$ cat config.mk
export PLATFORM = sky130hd
export DESIGN_NAME = dds_sweep_ctrl_flat
export DESIGN_NICKNAME = d
export VERILOG_FILES = /design/src/rtl/dds_sweep_ctrl_if.sv /design/src/rtl/dds_sweep_ctrl.sv /design/src/flat_wrapper.sv
export SDC_FILE = /design/constraint.sdc
export NUM_CORES = 1
export LEC_CHECK = 0
export BUFFER_PORTS_ARGS = -buffer_cell sky130_fd_sc_hd__buf_4
export CORE_MARGIN = 2
export CORE_UTILIZATION = 40
export CTS_BUF_LIST = sky130_fd_sc_hd__clkbuf_4 sky130_fd_sc_hd__clkbuf_8 sky130_fd_sc_hd__clkbuf_16
export DETAILED_ROUTE_END_ITERATION = 6
export SLEW_MARGIN = 25
export SYNTH_ARGS = -nofsm -noshare
export SYNTH_HDL_FRONTEND = slang
export SYNTH_SLANG_ARGS = --single-unit
$ cat constraint.sdc
create_clock -name clk -period 5.1 [get_ports clk]
set_input_delay 0.51 -clock clk [delete_from_list [all_inputs] [get_ports clk]]
set_output_delay 0.51 -clock clk [all_outputs]
set_load 0.03 [all_outputs]
$ cat src/rtl/dds_sweep_ctrl_if.sv
`default_nettype none
// ============================================================================
// Module   : dds_sweep_ctrl_if
// Brief    : Config, handshake and step-word bundle for the DDS sweep sequencer.
// Revision : 1.0
// ============================================================================
interface dds_sweep_ctrl_if #(
    parameter int STEP_N  = 32,
    parameter int DWELL_N = 16
);
    logic [STEP_N-1:0]  cfg_start;
    logic [STEP_N-1:0]  cfg_stop;
    logic [STEP_N-1:0]  cfg_incr;
    logic [DWELL_N-1:0] cfg_dwell;
    logic               cfg_loop;
    logic               go;
    logic               abort;
    logic [STEP_N-1:0]  phase_step;
    logic               step_valid;
    logic               busy;
    logic               done;

    modport master (
        output cfg_start, cfg_stop, cfg_incr, cfg_dwell, cfg_loop, go, abort,
        input  phase_step, step_valid, busy, done
    );

    modport slave (
        input  cfg_start, cfg_stop, cfg_incr, cfg_dwell, cfg_loop, go, abort,
        output phase_step, step_valid, busy, done
    );
endinterface
`default_nettype wire

$ cat src/rtl/dds_sweep_ctrl.sv
`default_nettype none
// ============================================================================
// Module   : dds_sweep_ctrl
// Brief    : Linear phase-step sweep sequencer with dwell, loop and abort.
//            Define DDS_SWEEP_TRI_EN for triangle (up/down) sweeps.
// Revision : 1.0
// ============================================================================
module dds_sweep_ctrl #(
    parameter int STEP_N  = 32,
    parameter int DWELL_N = 16
) (
    input  logic                 clk,
    input  logic                 rst_n,
    dds_sweep_ctrl_if.slave      bus
);

    typedef enum logic [0:0] {
        ST_IDLE = 1'b0,
        ST_RUN  = 1'b1
    } state_t;

    state_t             state_q, state_d;
    logic [STEP_N-1:0]  phase_q, phase_d;
    logic               valid_q, valid_d;
    logic               busy_q, busy_d;
    logic               done_q, done_d;
    logic [DWELL_N-1:0] cnt_q, cnt_d;
    logic               dir_q, dir_d;
    logic [STEP_N-1:0]  start_q, start_d;
    logic [STEP_N-1:0]  stop_q, stop_d;
    logic [STEP_N-1:0]  incr_q, incr_d;
    logic [DWELL_N-1:0] dwell_q, dwell_d;
    logic               loop_q, loop_d;
`ifdef DDS_SWEEP_TRI_EN
    logic               leg_q, leg_d;
`endif

    logic [STEP_N-1:0]  w_target;
    logic               w_up;

    // One clamped step toward tgt; the extra bit catches carry/borrow so we never wrap.
    function automatic logic [STEP_N-1:0] f_next(
        input logic [STEP_N-1:0] cur,
        input logic [STEP_N-1:0] inc,
        input logic [STEP_N-1:0] tgt,
        input logic              up
    );
        logic [STEP_N:0] sum;
        logic [STEP_N:0] diff;
        sum  = {1'b0, cur} + {1'b0, inc};
        diff = {1'b0, cur} - {1'b0, inc};
        if (inc == '0)
            f_next = tgt;
        else if (up)
            f_next = (sum[STEP_N] || (sum[STEP_N-1:0] >= tgt)) ? tgt : sum[STEP_N-1:0];
        else
            f_next = (diff[STEP_N] || (diff[STEP_N-1:0] <= tgt)) ? tgt : diff[STEP_N-1:0];
    endfunction

`ifdef DDS_SWEEP_TRI_EN
    assign w_target = leg_q ? start_q : stop_q;
    assign w_up     = dir_q ^ leg_q;
`else
    assign w_target = stop_q;
    assign w_up     = dir_q;
`endif

    always_comb begin
        state_d = state_q;
        phase_d = phase_q;
        valid_d = 1'b0;
        busy_d  = busy_q;
        done_d  = 1'b0;
        cnt_d   = cnt_q;
        dir_d   = dir_q;
        start_d = start_q;
        stop_d  = stop_q;
        incr_d  = incr_q;
        dwell_d = dwell_q;
        loop_d  = loop_q;
`ifdef DDS_SWEEP_TRI_EN
        leg_d   = leg_q;
`endif
        if (bus.abort) begin
            state_d = ST_IDLE;
            busy_d  = 1'b0;
        end else begin
            case (state_q)
                ST_IDLE: begin
                    if (bus.go) begin
                        start_d = bus.cfg_start;
                        stop_d  = bus.cfg_stop;
                        incr_d  = bus.cfg_incr;
                        dwell_d = bus.cfg_dwell;
                        loop_d  = bus.cfg_loop;
                        phase_d = bus.cfg_start;
                        valid_d = 1'b1;
                        busy_d  = 1'b1;
                        cnt_d   = bus.cfg_dwell;
                        dir_d   = (bus.cfg_stop >= bus.cfg_start);
`ifdef DDS_SWEEP_TRI_EN
                        leg_d   = 1'b0;
`endif
                        state_d = ST_RUN;
                    end
                end
                ST_RUN: begin
                    if (cnt_q != '0) begin
                        cnt_d = cnt_q - DWELL_N'(1);
                    end else if (phase_q != w_target) begin
                        phase_d = f_next(phase_q, incr_q, w_target, w_up);
                        valid_d = 1'b1;
                        cnt_d   = dwell_q;
                    end
`ifdef DDS_SWEEP_TRI_EN
                    // Turnaround steps straight away so the end value is not repeated.
                    else if (!leg_q && (start_q != stop_q)) begin
                        leg_d   = 1'b1;
                        phase_d = f_next(phase_q, incr_q, start_q, ~dir_q);
                        valid_d = 1'b1;
                        cnt_d   = dwell_q;
                    end else if (loop_q) begin
                        leg_d   = 1'b0;
                        phase_d = (start_q == stop_q) ? start_q
                                                      : f_next(phase_q, incr_q, stop_q, dir_q);
                        valid_d = 1'b1;
                        cnt_d   = dwell_q;
                    end
`else
                    else if (loop_q) begin
                        phase_d = start_q;
                        valid_d = 1'b1;
                        cnt_d   = dwell_q;
                    end
`endif
                    else begin
                        state_d = ST_IDLE;
                        busy_d  = 1'b0;
                        done_d  = 1'b1;
                    end
                end
                default: begin
                    state_d = ST_IDLE;
                    busy_d  = 1'b0;
                end
            endcase
        end
    end

    always_ff @(posedge clk or negedge rst_n) begin
        if (!rst_n) begin
            state_q <= ST_IDLE;
            phase_q <= '0;
            valid_q <= 1'b0;
            busy_q  <= 1'b0;
            done_q  <= 1'b0;
            cnt_q   <= '0;
            dir_q   <= 1'b0;
            start_q <= '0;
            stop_q  <= '0;
            incr_q  <= '0;
            dwell_q <= '0;
            loop_q  <= 1'b0;
`ifdef DDS_SWEEP_TRI_EN
            leg_q   <= 1'b0;
`endif
        end else begin
            state_q <= state_d;
            phase_q <= phase_d;
            valid_q <= valid_d;
            busy_q  <= busy_d;
            done_q  <= done_d;
            cnt_q   <= cnt_d;
            dir_q   <= dir_d;
            start_q <= start_d;
            stop_q  <= stop_d;
            incr_q  <= incr_d;
            dwell_q <= dwell_d;
            loop_q  <= loop_d;
`ifdef DDS_SWEEP_TRI_EN
            leg_q   <= leg_d;
`endif
        end
    end

    assign bus.phase_step = phase_q;
    assign bus.step_valid = valid_q;
    assign bus.busy       = busy_q;
    assign bus.done       = done_q;

endmodule
`default_nettype wire
$ cat src/flat_wrapper.sv
// flat-port wrapper written by rule: the top's interface ports become plain ports
module dds_sweep_ctrl_flat 
#(
    parameter int STEP_N  = 32,
    parameter int DWELL_N = 16
)
  (clk, rst_n, bus_cfg_start, bus_cfg_stop, bus_cfg_incr, bus_cfg_dwell, bus_cfg_loop, bus_go, bus_abort, bus_phase_step, bus_step_valid, bus_busy, bus_done);
  dds_sweep_ctrl_if #(.STEP_N(STEP_N), .DWELL_N(DWELL_N)) bus_i ();
  input  logic clk;
  input  logic rst_n;
  input wire logic [$bits(bus_i.cfg_start)-1:0] bus_cfg_start;
  input wire logic [$bits(bus_i.cfg_stop)-1:0] bus_cfg_stop;
  input wire logic [$bits(bus_i.cfg_incr)-1:0] bus_cfg_incr;
  input wire logic [$bits(bus_i.cfg_dwell)-1:0] bus_cfg_dwell;
  input wire logic [$bits(bus_i.cfg_loop)-1:0] bus_cfg_loop;
  input wire logic [$bits(bus_i.go)-1:0] bus_go;
  input wire logic [$bits(bus_i.abort)-1:0] bus_abort;
  output wire logic [$bits(bus_i.phase_step)-1:0] bus_phase_step;
  output wire logic [$bits(bus_i.step_valid)-1:0] bus_step_valid;
  output wire logic [$bits(bus_i.busy)-1:0] bus_busy;
  output wire logic [$bits(bus_i.done)-1:0] bus_done;
  assign bus_i.cfg_start = bus_cfg_start;
  assign bus_i.cfg_stop = bus_cfg_stop;
  assign bus_i.cfg_incr = bus_cfg_incr;
  assign bus_i.cfg_dwell = bus_cfg_dwell;
  assign bus_i.cfg_loop = bus_cfg_loop;
  assign bus_i.go = bus_go;
  assign bus_i.abort = bus_abort;
  assign bus_phase_step = bus_i.phase_step;
  assign bus_step_valid = bus_i.step_valid;
  assign bus_busy = bus_i.busy;
  assign bus_done = bus_i.done;
  dds_sweep_ctrl #(.STEP_N(STEP_N), .DWELL_N(DWELL_N)) u_core (.clk(clk), .rst_n(rst_n), .bus(bus_i));
endmodule
# Word level (Yosys, flattened, before mapping)
# Cells that the tools add are included.
# W data, S select, Z words.
[totals]
reg_bits = 166
input_bits = 117
output_inout_bits = 35
elab_cells = 71
[classes]
n_addsub = 3
reduce_logical = 8
n_eq_ne = 9
magnitude_cmp = 3
n_bitwise = 2
muxes = 34
[op_table]
columns = ["op", "count"]
rows = [
  ["$mux W32", 8],
  ["$ge A32 B32 Y1", 2],
  ["$mux W16", 4],
  ["$pmux W32 S2", 1],
  ["$add A32 B32 Y33", 1],
  ["$sub A32 B32 Y33", 1],
  ["$le A32 B32 Y1", 1],
  ["$logic_not A32 Y1", 1],
  ["$ne A32 B32 Y1", 1],
  ["$pmux W16 S2", 1],
  ["$mux W1", 17],
  ["$reduce_bool A16 Y1", 1],
  ["$sub A16 B1 Y16 const B", 1],
  ["$ne A3 B3 Y1 const B", 5],
  ["$reduce_and A4 Y1", 2],
  ["$pmux W1 S2", 3],
  ["$reduce_and A3 Y1", 2],
  ["$ne A2 B2 Y1 const B", 2],
  ["$ne A4 B4 Y1 const B", 1],
  ["$logic_or A1 B1 Y1", 2],
  ["$not A1 Y1", 2],
]

# Logic depth before layout (Yosys ltp)
# Gate-level depths: netlist (run 1).
[depth]
depth_word = 9
ltp_mapped = 24
mapped_depth_nobuf = 23

# Worst setup path before layout (run 1)
# No wires, ideal clock.
[synth_path]
path_kind = "reg-to-reg"
start = "register u_core.phase_q[0] (netlist: u_core.bus.phase_step[0])"
end = "register u_core.phase_q[31] (netlist: u_core.bus.phase_step[31])"
path_slack_ns = 0.181
t_required_ns = 4.973
t_arrival_ns = 4.792
setup_time_ns = 0.127
path_stages_with_launch = 24
n_path_buf = 1
synth_period_minus_slack_ns = 4.919
path_cell_list = "dfrtp_1 inv_1 ha_1 inv_1 fa_1 a211oi_1 o211ai_1 a21oi_2 a2111oi_0 nor3b_1 nor2_1 a21oi_1 xnor2_1 ha_1 nand4_1 nor4bb_1 nor2b_1 o31a_1 a21oi_1 nor4b_4 buf_2 nor3_1 a2111oi_2 o21ai_1"
[synth_via]
elab_chain_cells = 9
elab_cells_between_ends = 16
classes_between = "add/sub (2); order compare (2); eq/ne (2); mux (7); reduce/logical (3)"
[synth_rtl]
columns = ["item", "line_no", "source"]
rows = [
  ["start: declaration", "dds_sweep_ctrl.sv:23", "logic [STEP_N-1:0] phase_q, phase_d;"],
  ["start signal: assignment", "dds_sweep_ctrl.sv:169", "phase_q <= phase_d;"],
  ["$sub A32 B32 Y33 / $add A32 B32 Y33 (equally long branches)", "dds_sweep_ctrl.sv:51, dds_sweep_ctrl.sv:50", ""],
  ["$le A32 B32 Y1 / $ge A32 B32 Y1 (equally long branches)", "dds_sweep_ctrl.sv:57, dds_sweep_ctrl.sv:55", ""],
  ["$logic_or A1 B1 Y1, on equally long branches", "dds_sweep_ctrl.sv:57, dds_sweep_ctrl.sv:55", ""],
  ["$mux W32, on equally long branches", "dds_sweep_ctrl.sv:57, dds_sweep_ctrl.sv:55", ""],
  ["$mux W32", "dds_sweep_ctrl.sv:54", "else if (up)"],
  ["$mux W32", "dds_sweep_ctrl.sv:52", "if (inc == '0)"],
  ["$mux W32", "dds_sweep_ctrl.sv:110", "end else if (phase_q != w_target) begin"],
  ["$mux W32", "dds_sweep_ctrl.sv:108", "if (cnt_q != '0) begin"],
  ["$pmux W32 S2", "dds_sweep_ctrl.sv:88", "case (state_q)"],
]
# Parallel ways exist; a longest one is shown, timed or not. The select of a mux whose other input is x is not followed.
# A chain may end at the register's enable or synchronous reset.

# Worst setup path after layout (run 1)
[layout_path]
start = "register u_core.phase_q[18] (netlist: u_core.bus.phase_step[18])"
end = "register u_core.phase_q[20] (netlist: u_core.bus.phase_step[20])"
# Same word-level chain as after synthesis.

==> out/results.ini, run 1 <==
[floorplanning]
core_region_area_mm2=0.0345
design.die.area_mm2=0.0365
dieWidth_um=191
rows=68
die_height_um=191
initial_core_util_pct=40.6
ioPinCount=152

[pwr]
p_int_uw=4790
p_sw_uw=3950
power_uw=8740
irDropWorstVdd_uv=316
seq_power_share_pct=20.4
clockPowerShare_pct=16.3
p_comb_share_pct=63.4
power_density_mw_per_mm2=485
switching_share_pct=45.2
leakagePower_uw=0.00827

[global_routing]
grt_pass1_vias=13109
grt_max_degree=84
antenna_found_initial=0
grtUsageTotal_pct=27.6
grt.overflow.total=0
grt_pass1_wl_mm=76.3

[detailed_routing]
drtAntennaViolNets=0
drtIter0Drc=1131
first_pass_iters=7
num_vias=13333
route.detailed.drc=0
drt_wl_total_mm=50.7
vias_per_cell=5.64
route.detailed.wl_per_inst_um=21.4

[flow_run]
drv_cap=0

[synth]
ys_seq_area_share_pct=29.7
yosysMostFrequentCell=nand2_1
syn_avg_cell_area_um2=8.65
synthTopCellsByCount=nand2_1 (167), dfrtp_1 (166), ha_1 (162)
syn_nets=1900
yosysTopAreaCell=dfrtp_1
synth_top_area_share_pct=29.7
syn_inst=1619
yosys_register_bits=166
async_flop_share_pct=100
ys.flop_type=dfrtp_1
synth_cell_types=92
synthesis.area_mm2=0.0140
yosysWarnings=0
synthTopCellsByArea=dfrtp_1 (30%), ha_1 (14%), xnor2_1 (5.3%)
synth-edff-count=0

[sta]
fin_skew_ps=10.1
max_freq_mhz=198
finalWorstSetupSlack_ps=53.5
fin_setup_tns_ps=0
final_hold_viol_count=0
fin_crit_ps=5050
worstMarginPinSlew_ps=988
maxSlewViolCount=0
holdWs_ps=71.5
setup_viol=0
period_share_pct=99.0
relSlewSlack_pct=34.0
rsz0062_at_grt=yes

[worst_setup_path]
worstReg2RegEnd=u_core.bus.phase_step[20]$_DFFE_PN0P_
worstPathMaxFanout=5
cp_top_family=simple AND/OR/NAND/NOR gates
end_kind=flip-flop
cpMaxStageDelayCell=dfrtp_1
start_kind=flip-flop
crit_chain=ha_1 -> and4_4 -> and3_1 -> nand3_1 -> or3_4 -> o211ai_4 -> buf_4 -> a41oi_1 -> xnor2_2 -> ha_1 -> nand4_1 -> nor4bb_4 -> nor2b_2 -> o31a_1 -> a21oi_2 -> nor3_2 -> buf_4 -> a2bb2oi_4 -> buf_6 -> a22oi_2 -> a31oi_1 -> a221o_1
critPathBufInv=3
required_ps=5440
rr_worst_depth=22
cp.depth=22
critPathKind=flip-flop to flip-flop
slowest_delay_ps=450
arrival_ps=5390
r2r-start=u_core.bus.phase_step[18]$_DFFE_PN0P_
reg2reg_slack_ps=50

[place]
dp_worst_setup_slack_ps=-302
dpl.hpwl_mm=39.3
gp_congestion=0.981
io_buffers=151

[finish]
nets=2179
syn_to_final_growth_pct=28.8
seq_area_mm2=0.00416
num_antenna_cells=0
num-fill-cells=3295
layout-drive-gt1-share_pct=28.8
multiInputGateArea_mm2=0.00951

[clocking]
insertion_delay_ps=460
holdBufCountCts=0
cts_made_buffers=17
cts_root_buf=clkbuf_16
cts_tree=yes
cts_sinks=166
h-tree-depth=4
clockBufferDepth=2
clk_pin_slew_ps=70

[status]
status=completed

[min_path]
min_path_type=input pin to asynchronous set/reset pin

cell usage in the layout, fill, tap and decap left out, drive strengths merged, types with 6 or more instances in the layout:
cell	n
a221o	9
o21a	9
mux2i	8
a21oi	110
nor3	24
nand3	16
o31ai	17
xor2	19
nor2	107
nand2b	15
a21o	37
a221oi	23
inv	138
mux2	53
nand4	29
o21ai	153
clkbuf	20
a211oi	23
xnor2	85
dfrtp	166
nor2b	22
a22oi	26
a2111oi	6
buf	339
nor4	17
nand2	168
ha	162
a31oi	11
o211ai	16
registers in the layout (all words and copies together) (netlist names):
name,cells
u_core.bus.busy,1
u_core.bus.done,1
u_core.bus.phase_step,32
u_core.bus.step_valid,1
u_core.cnt_q,16
u_core.dir_q,1
u_core.dwell_q,16
u_core.incr_q,32
u_core.loop_q,1
u_core.start_q,32
u_core.state_q,1
u_core.stop_q,32
metrics by stage:
step	util (%)	area (µm²)	instances
after floorplan	-	14000	1619
after global placement	48.2	16700	2310
after detailed placement	48.2	16700	2310
after CTS	50.8	17500	2358
after global routing	52.2	18000	2366
final	52.2	18000	2366
power groups by stage:
stage / clock network (µW) / registers (µW) / logic [µW]
detailed placement: 0 / 1790 / 4840
finish: 1420 / 1780 / 5540
global route: 1500 / 1810 / 5960
floorplan: 0 / 1850 / 2890
global placement: 0 / 1780 / 4830
CTS: 1450 / 1760 / 5070
logic make-up (layout without fill, tap and decap cells):
family,Yosys count,count (layout),share of synthesized area [%]
adder cells (fa/ha/maj),164,164,14.8
AO/OA/AOI/OAI,485,485,23.3
XOR/XNOR,104,104,6.56
AND/OR/NAND/NOR,427,427,14.5
flip-flops,166,166,29.7
multiplexers,61,61,4.83
buffers and inverters,212,504,6.38
layout make-up:
cell class	instances	area share, %
Multi-Input combinational cell	1241	52.7
Sequential cell	166	23.0
Timing Repair Buffer	340	14.9
Tap cell	455	3.16
Inverter	132	2.75
Clock buffer	19	2.48
Clock inverter	13	0.992
worst max-delay path by stage:
| stage | start | endpoint | slack, ps |
|---|---|---|---|
| CTS | u_core.bus.phase_step[1]$_DFFE_PN0P_ | u_core.bus.phase_step[5]$_DFFE_PN0P_ | 0.06 |
| finish | u_core.bus.phase_step[18]$_DFFE_PN0P_ | u_core.bus.phase_step[20]$_DFFE_PN0P_ | 50 |
| floorplan | u_core.bus.phase_step[0]$_DFFE_PN0P_ | u_core.bus.phase_step[31]$_DFFE_PN0P_ | 180 |
| detailed placement | u_core.incr_q[4]$_DFFE_PN0P_ | u_core.bus.phase_step[11]$_DFFE_PN0P_ | -300 |
| global route | u_core.bus.phase_step[0]$_DFFE_PN0P_ | u_core.bus.phase_step[20]$_DFFE_PN0P_ | -210 |
| global placement | u_core.incr_q[4]$_DFFE_PN0P_ | u_core.bus.phase_step[11]$_DFFE_PN0P_ | -290 |
layer usage:
layer,up-vias,routed length (µm),global-route usage [%]
met5,-,0,0
met4,0,1280,7.90
met3,78,3770,5.49
met2,470,22000,41.6
met1,6444,23700,39.8
li1,6341,-,-
repair_timing:
item,CTS,global route
pin swaps,14,50
setup buffers,15,9
gates cloned,1,1
endpoints found under the setup margin,32,32
gates resized for setup,29,85
Power figures use the tool's default switching activity.
==> run 2: changes to the inputs <==
Settings changed: CAP_MARGIN set to 5, CORE_ASPECT_RATIO set to 0.7.
==> run 2 against run 1 <==
The flow now finishes with violations (negative setup slack). Sequential cell count did not move. Clock-buffer cell count is 2 lower. Critical endpoint is now u_core.bus.phase_step[25]$_DFFE_PN0P_. Non-clock buffer count grew 21. Cell area up 1.6%. Register-to-register slack got worse by 120 ps.
==> out/results.ini, run 2 (same netlist as run 1, synthesis figures left out) <==
[status]
status=finished with violations
violations=negative setup slack

[place]
dp_worst_setup_slack_ps=-303  ; -0.411 ps
dpl.hpwl_mm=40.9  ; +4.0%
gp_congestion=0.979  ; -0.17%
io_buffers=151  ; unchanged

[detailed_routing]
drt_wl_total_mm=53.0  ; +4.6%
wl_met2_mm=21.8  ; -1.1%
route.detailed.wl_per_inst_um=22.0  ; +2.8%
first_pass_iters=5  ; -2
num_vias=13802  ; +3.5%
met1Wirelength_mm=25.6  ; +8.2%
route.detailed.drc=0  ; unchanged
wl_met3_mm=4.99  ; +32%
highest_layer=met4
vias_per_cell=5.74  ; +1.8%
drtAntennaViolNets=0  ; unchanged
drtIter0Drc=1310  ; +16%

[worst_setup_path]
cp_top_family=compound AO/OA/AOI/OAI gates
arrival_ps=5550  ; +160 ps
critPathBufInv=3  ; unchanged
slowest_delay_ps=480  ; +30 ps
crit_chain=ha_4 -> and4_4 -> and3_4 -> nand3_1 -> or3_4 -> o211ai_4 -> a41oi_1 -> xnor2_1 -> ha_1 -> nand4_1 -> inv_1 -> a221oi_2 -> o31ai_1 -> a21oi_2 -> nor3_4 -> a2bb2oi_4 -> buf_6 -> buf_4 -> nand2_1 -> a41oi_1
cpMostUsedCell=a41oi_1
cpMaxStageDelayCell=dfrtp_2
start_kind=flip-flop
worstPathMaxFanout=6  ; +1
required_ps=5490  ; +50 ps
end_kind=flip-flop
critPathKind=flip-flop to flip-flop

[floorplanning]
die_height_um=161  ; -16%
rows=57  ; -16%
dieWidth_um=228  ; +19%
design.die.area_mm2=0.0366  ; about the same
core_region_area_mm2=0.0346  ; +0.13%
ioPinCount=152  ; unchanged
initial_core_util_pct=40.5  ; -0.054 points

[clocking]
h-tree-depth=4  ; unchanged
holdBufCountCts=0  ; unchanged
cts_sinks=166  ; unchanged
cts_root_buf=clkbuf_16
cts_made_buffers=17  ; unchanged
cts_tree=yes
clk_pin_slew_ps=90  ; +20 ps
clockBufferDepth=2  ; unchanged
insertion_delay_ps=480  ; +20 ps

[sta]
fin_crit_ps=5160  ; +116 ps
setup_viol=4  ; +4
rsz0062_at_grt=yes
holdWs_ps=130  ; +58.2 ps
relSlewSlack_pct=39.4  ; +5.4 points
final_hold_viol_count=0  ; unchanged
finalWorstSetupSlack_ps=-62.8  ; -116 ps
worstMarginPinSlew_ps=910  ; -78.5 ps
period_share_pct=101  ; +2.3 points
max_freq_mhz=194  ; -2.3%
maxSlewViolCount=0  ; unchanged
fin_skew_ps=22.6  ; +12.5 ps

[pwr]
power_density_mw_per_mm2=494  ; +2.0%
irDropWorstVdd_uv=320  ; +1.6%
leakagePower_uw=0.00839  ; +1.4%

[global_routing]
antenna_found_initial=1  ; +1
grtUsageTotal_pct=28.8  ; +1.2 points
grt_pass1_wl_mm=79.2  ; +3.8%
grt_pass1_vias=13094  ; -0.11%
grt.overflow.total=0  ; unchanged
grt_max_degree=90  ; +7.1%

[finish]
nets=2201  ; +1.0%
num-fill-cells=3231  ; -1.9%
layout-drive-gt1-share_pct=29.7  ; +0.97 points
final_common_cell=buf_4
syn_to_final_growth_pct=30.9
final_cell_mix=buf_4 (346), nand2_1 (165), dfrtp_1 (164)
post-route-util_pct=53.0  ; +0.78 points

[min_path]
min_path_type=input pin to asynchronous set/reset pin

[flow_run]
drv_cap=0  ; unchanged

run 2: changes by cell type in the layout (fill, tap and decap cells not counted), moves of 5 or more:
| cell | previous run | this run |
|---|---|---|
| buf_4 | 321 | 346 |
| nand2_1 | 159 | 165 |
| nand2_2 | 8 | 2 |
| a21oi_1 | 100 | 95 |
| clkinv_8 | 1 | 6 |
run 2: cell type report:
type	count	area (µm²)	share of cell area, %
flip-flops and latches	166	4160	22.7
well taps	472	591	3.22
inverters	132	495	2.70
multi-input cells	1242	9640	52.6
diodes	1	2.50	0.0137
clock inverters	15	214	1.17
repair buffers	361	2810	15.3
clock buffers	17	425	2.32
run 2: timing repair:
item,4_1_cts,5_1_grt
pin swaps,14,59
cloned,1,0
setup buffers,7,24
gates resized for setup,19,98
setup endpoints to repair,31,32
run 2: final timing paths:
| check | endpoint | startpoint | cells past startpoint | slack [ps] |
|---|---|---|---|---|
| worst max-delay path | u_core.bus.phase_step[25]$_DFFE_PN0P_ | u_core.bus.phase_step[16]$_DFFE_PN0P_ | 20 | -60 |
| worst min-delay path | u_core.incr_q[15]$_DFFE_PN0P_ | rst_n | 1 | 130 |
| worst max register to register | u_core.bus.phase_step[25]$_DFFE_PN0P_ | u_core.bus.phase_step[16]$_DFFE_PN0P_ | 20 | -60 |
| worst min register to register | u_core.start_q[22]$_DFFE_PN0P_ | u_core.start_q[22]$_DFFE_PN0P_ | 1 | 500 |
| max in group asynchronous | u_core.bus.phase_step[24]$_DFFE_PN0P_ | rst_n | 2 | 3780 |
| min in group clk | u_core.incr_q[3]$_DFFE_PN0P_ | bus_cfg_incr[3] | 3 | 240 |
run 2: report_power, final:
part	switching, µW	leakage [µW]	total [µW]	internal, µW
Clock	744	0.000307	1430	686
Combinational	3270	0.00608	5860	2580
Sequential	220	0.00200	1770	1550
run 2: through the flow:
step           total power [µW]  std cells  cell area, µm²  TNS (ps)
2_1_floorplan              4740       1619           14000         0
3_3_place_gp               6690       2341           16800     -3220
3_5_place_dp               6730       2341           16800     -6040
4_1_cts                    8370       2381           17600         0
5_1_grt                    9570       2405           18300     -5920
6_report                   9060       2406           18300      -142
run 2: metal layers:
| metal | GRT usage [%] | vias to the layer above |
|---|---|---|
| li1 | - | 6401 |
| met1 | 45.5 | 6783 |
| met2 | 40.1 | 563 |
| met3 | 6.28 | 55 |
| met5 | 0 | - |
| met4 | 4.96 | 0 |
run 2: worst register-to-register path: cells and delay by family (launching register included):
family / cells / cell delay, ps
flip-flops: 1 / 480
XOR/XNOR: 1 / 460
AO/OA/AOI/OAI: 7 / 1740
AND/OR/NAND/NOR: 7 / 1330
adder cells (fa/ha/maj): 2 / 680
buffers and inverters: 3 / 390
==> run 3: changes to the inputs <==
Settings changed: CORE_UTILIZATION 40 to 50, CTS_CLUSTER_DIAMETER set to 100, PLACE_DENSITY_LB_ADDON set to 0.08.
==> run 3 against run 2 <==
The run ends with negative hold slack left. Non-clock buffer count rose by 1. Critical path depth is 5 higher. Setup slack better by 130 ps. Register-to-register slack better by 130 ps. Core utilization increased by 13 points. Clock skew is 7.7 ps lower. Global-route usage increased by 6.2 points.
==> out/results.ini, run 3 (same netlist as run 1, synthesis figures left out) <==
[clocking]
insertion_delay_ps=470  ; about the same
cts_made_buffers=17  ; unchanged
clk_pin_slew_ps=80  ; about the same
cts_tree=yes
cts_sinks=166  ; unchanged
clockBufferDepth=2  ; unchanged
cts_root_buf=clkbuf_16
h-tree-depth=4  ; unchanged
holdBufCountCts=0  ; unchanged

[sta]
setup_viol=0  ; -4
maxSlewViolCount=0  ; unchanged
fin_crit_ps=5030  ; -131 ps
period_share_pct=98.7  ; -2.6 points
finalWorstSetupSlack_ps=68.0  ; +131 ps
final_hold_viol_count=13  ; +13
worstMarginPinSlew_ps=888  ; -21.2 ps
max_freq_mhz=199  ; +2.6%
fin_skew_ps=15.0  ; -7.67 ps
relSlewSlack_pct=40.8  ; +1.4 points
fin_setup_tns_ps=0  ; +142 ps
holdWs_ps=-7.41  ; -137 ps
rsz0062_at_grt=yes

[floorplanning]
core_region_area_mm2=0.0277  ; -20%
die_height_um=144  ; -10%
dieWidth_um=204  ; -10%
rows=51  ; -11%
initial_core_util_pct=50.6  ; +10 points
ioPinCount=152  ; unchanged
design.die.area_mm2=0.0294  ; -20%

[detailed_routing]
vias_per_cell=6.00  ; +4.7%
first_pass_iters=5  ; unchanged
drt_wl_total_mm=51.7  ; -2.4%
drtIter0Drc=1306  ; -0.31%
route.detailed.wl_per_inst_um=22.5  ; +1.9%
route.detailed.drc=0  ; unchanged
num_vias=13834  ; +0.23%
drtAntennaViolNets=0  ; unchanged

[finish]
final_common_cell=buf_4
syn_to_final_growth_pct=29.5
final_cell_mix=buf_4 (346), dfrtp_1 (163), nand2_1 (157)
nets=2201  ; unchanged
seq_area_mm2=0.00416  ; about the same
layout-drive-gt1-share_pct=30.3  ; +0.52 points
multiInputGateArea_mm2=0.00961  ; -0.26%
num_antenna_cells=0  ; -1
num-fill-cells=2381  ; -26%

[place]
gp_congestion=0.969  ; -1.0%
dpl.hpwl_mm=40.1  ; -1.8%
io_buffers=151  ; unchanged
dp_worst_setup_slack_ps=-338  ; -35.3 ps

[worst_setup_path]
slowest_delay_ps=380  ; -100 ps
required_ps=5450  ; -40 ps
rr_worst_depth=25  ; +25%
cpMostUsedCell=a21oi_2
worstPathMaxFanout=3  ; -3
r2r-start=u_core.bus.phase_step[0]$_DFFE_PN0P_
startpoint=u_core.bus.phase_step[0]$_DFFE_PN0P_
worstReg2RegEnd=u_core.bus.phase_step[20]$_DFFE_PN0P_
critPathBufInv=4  ; +1
cp_top_family=compound AO/OA/AOI/OAI gates
critPathKind=flip-flop to flip-flop
cpMaxStageDelayCell=dfrtp_1
arrival_ps=5380  ; -170 ps
end_kind=flip-flop
reg2reg_slack_ps=70  ; +130 ps
start_kind=flip-flop

[min_path]
min_path_type=input pin to asynchronous set/reset pin

[status]
status=finished with violations
violations=negative hold slack

[global_routing]
antenna_found_initial=1  ; unchanged
grt.overflow.total=0  ; unchanged
grt_pass1_wl_mm=76.7  ; -3.1%
grt_max_degree=167  ; +86%
grt_pass1_vias=12968  ; -0.96%
grtUsageTotal_pct=35.0  ; +6.2 points

[pwr]
leakagePower_uw=0.00837  ; -0.16%
power_density_mw_per_mm2=489  ; -1.0%
irDropWorstVdd_uv=259  ; -19%

[flow_run]
drv_cap=0  ; unchanged

[run 3: metal layers]
| layer | GRT usage [%] | part of all wire, % |
|---|---|---|
| met5 | 0 | 0.025 |
| met4 | 7.40 | 1.4 |
| met3 | 10.0 | 11 |
| met2 | 47.6 | 40 |
| met1 | 54.0 | 47 |
[run 3: timing repair]
action / 4_1_cts / 5_1_grt
resized for setup: 15 / 110
setup buffers: 4 / 28
setup endpoints to repair: 31 / 32
pin swaps: 5 / 51
[run 3: stage by stage]
stage                     hold WS, ps  utilization, %  total power [µW]  std cells  area (µm²)
after global placement            485            60.0              6670       2241       16600
after CTS                         231            62.5              8150       2278       17300
after floorplan                   214               -              4740       1619       14000
after detailed placement          490            60.1              6710       2242       16600
after global routing             6.67            65.5              9380       2304       18100
final                           -7.41            65.5              8880       2304       18100
[run 3: worst max path at each step]
stage | cells past startpoint | to | slack, ps
after floorplan | 23 | u_core.bus.phase_step[31]$_DFFE_PN0P_ | 180
after global placement | 25 | u_core.bus.phase_step[15]$_DFFE_PN0P_ | -170
after CTS | 22 | u_core.bus.phase_step[25]$_DFFE_PN0P_ | 9
after global routing | 25 | u_core.bus.phase_step[20]$_DFFE_PN0P_ | -150
after detailed placement | 25 | u_core.bus.phase_step[28]$_DFFE_PN0P_ | -340
final | 25 | u_core.bus.phase_step[20]$_DFFE_PN0P_ | 70
[run 3: final cells by class]
class | count | share of cell area (%)
Inverter | 132 | 2.73
Clock buffer | 19 | 2.46
Multi-Input combinational cell | 1241 | 53.0
Timing Repair Buffer | 362 | 15.6
Sequential cell | 166 | 22.9
Tap cell | 371 | 2.56
Clock inverter | 13 | 0.738
[run 3: power by group]
| group | switching, µW | internal [µW] |
|---|---|---|
| sequential | 235 | 1550 |
| clock | 665 | 668 |
| combinational | 3190 | 2570 |
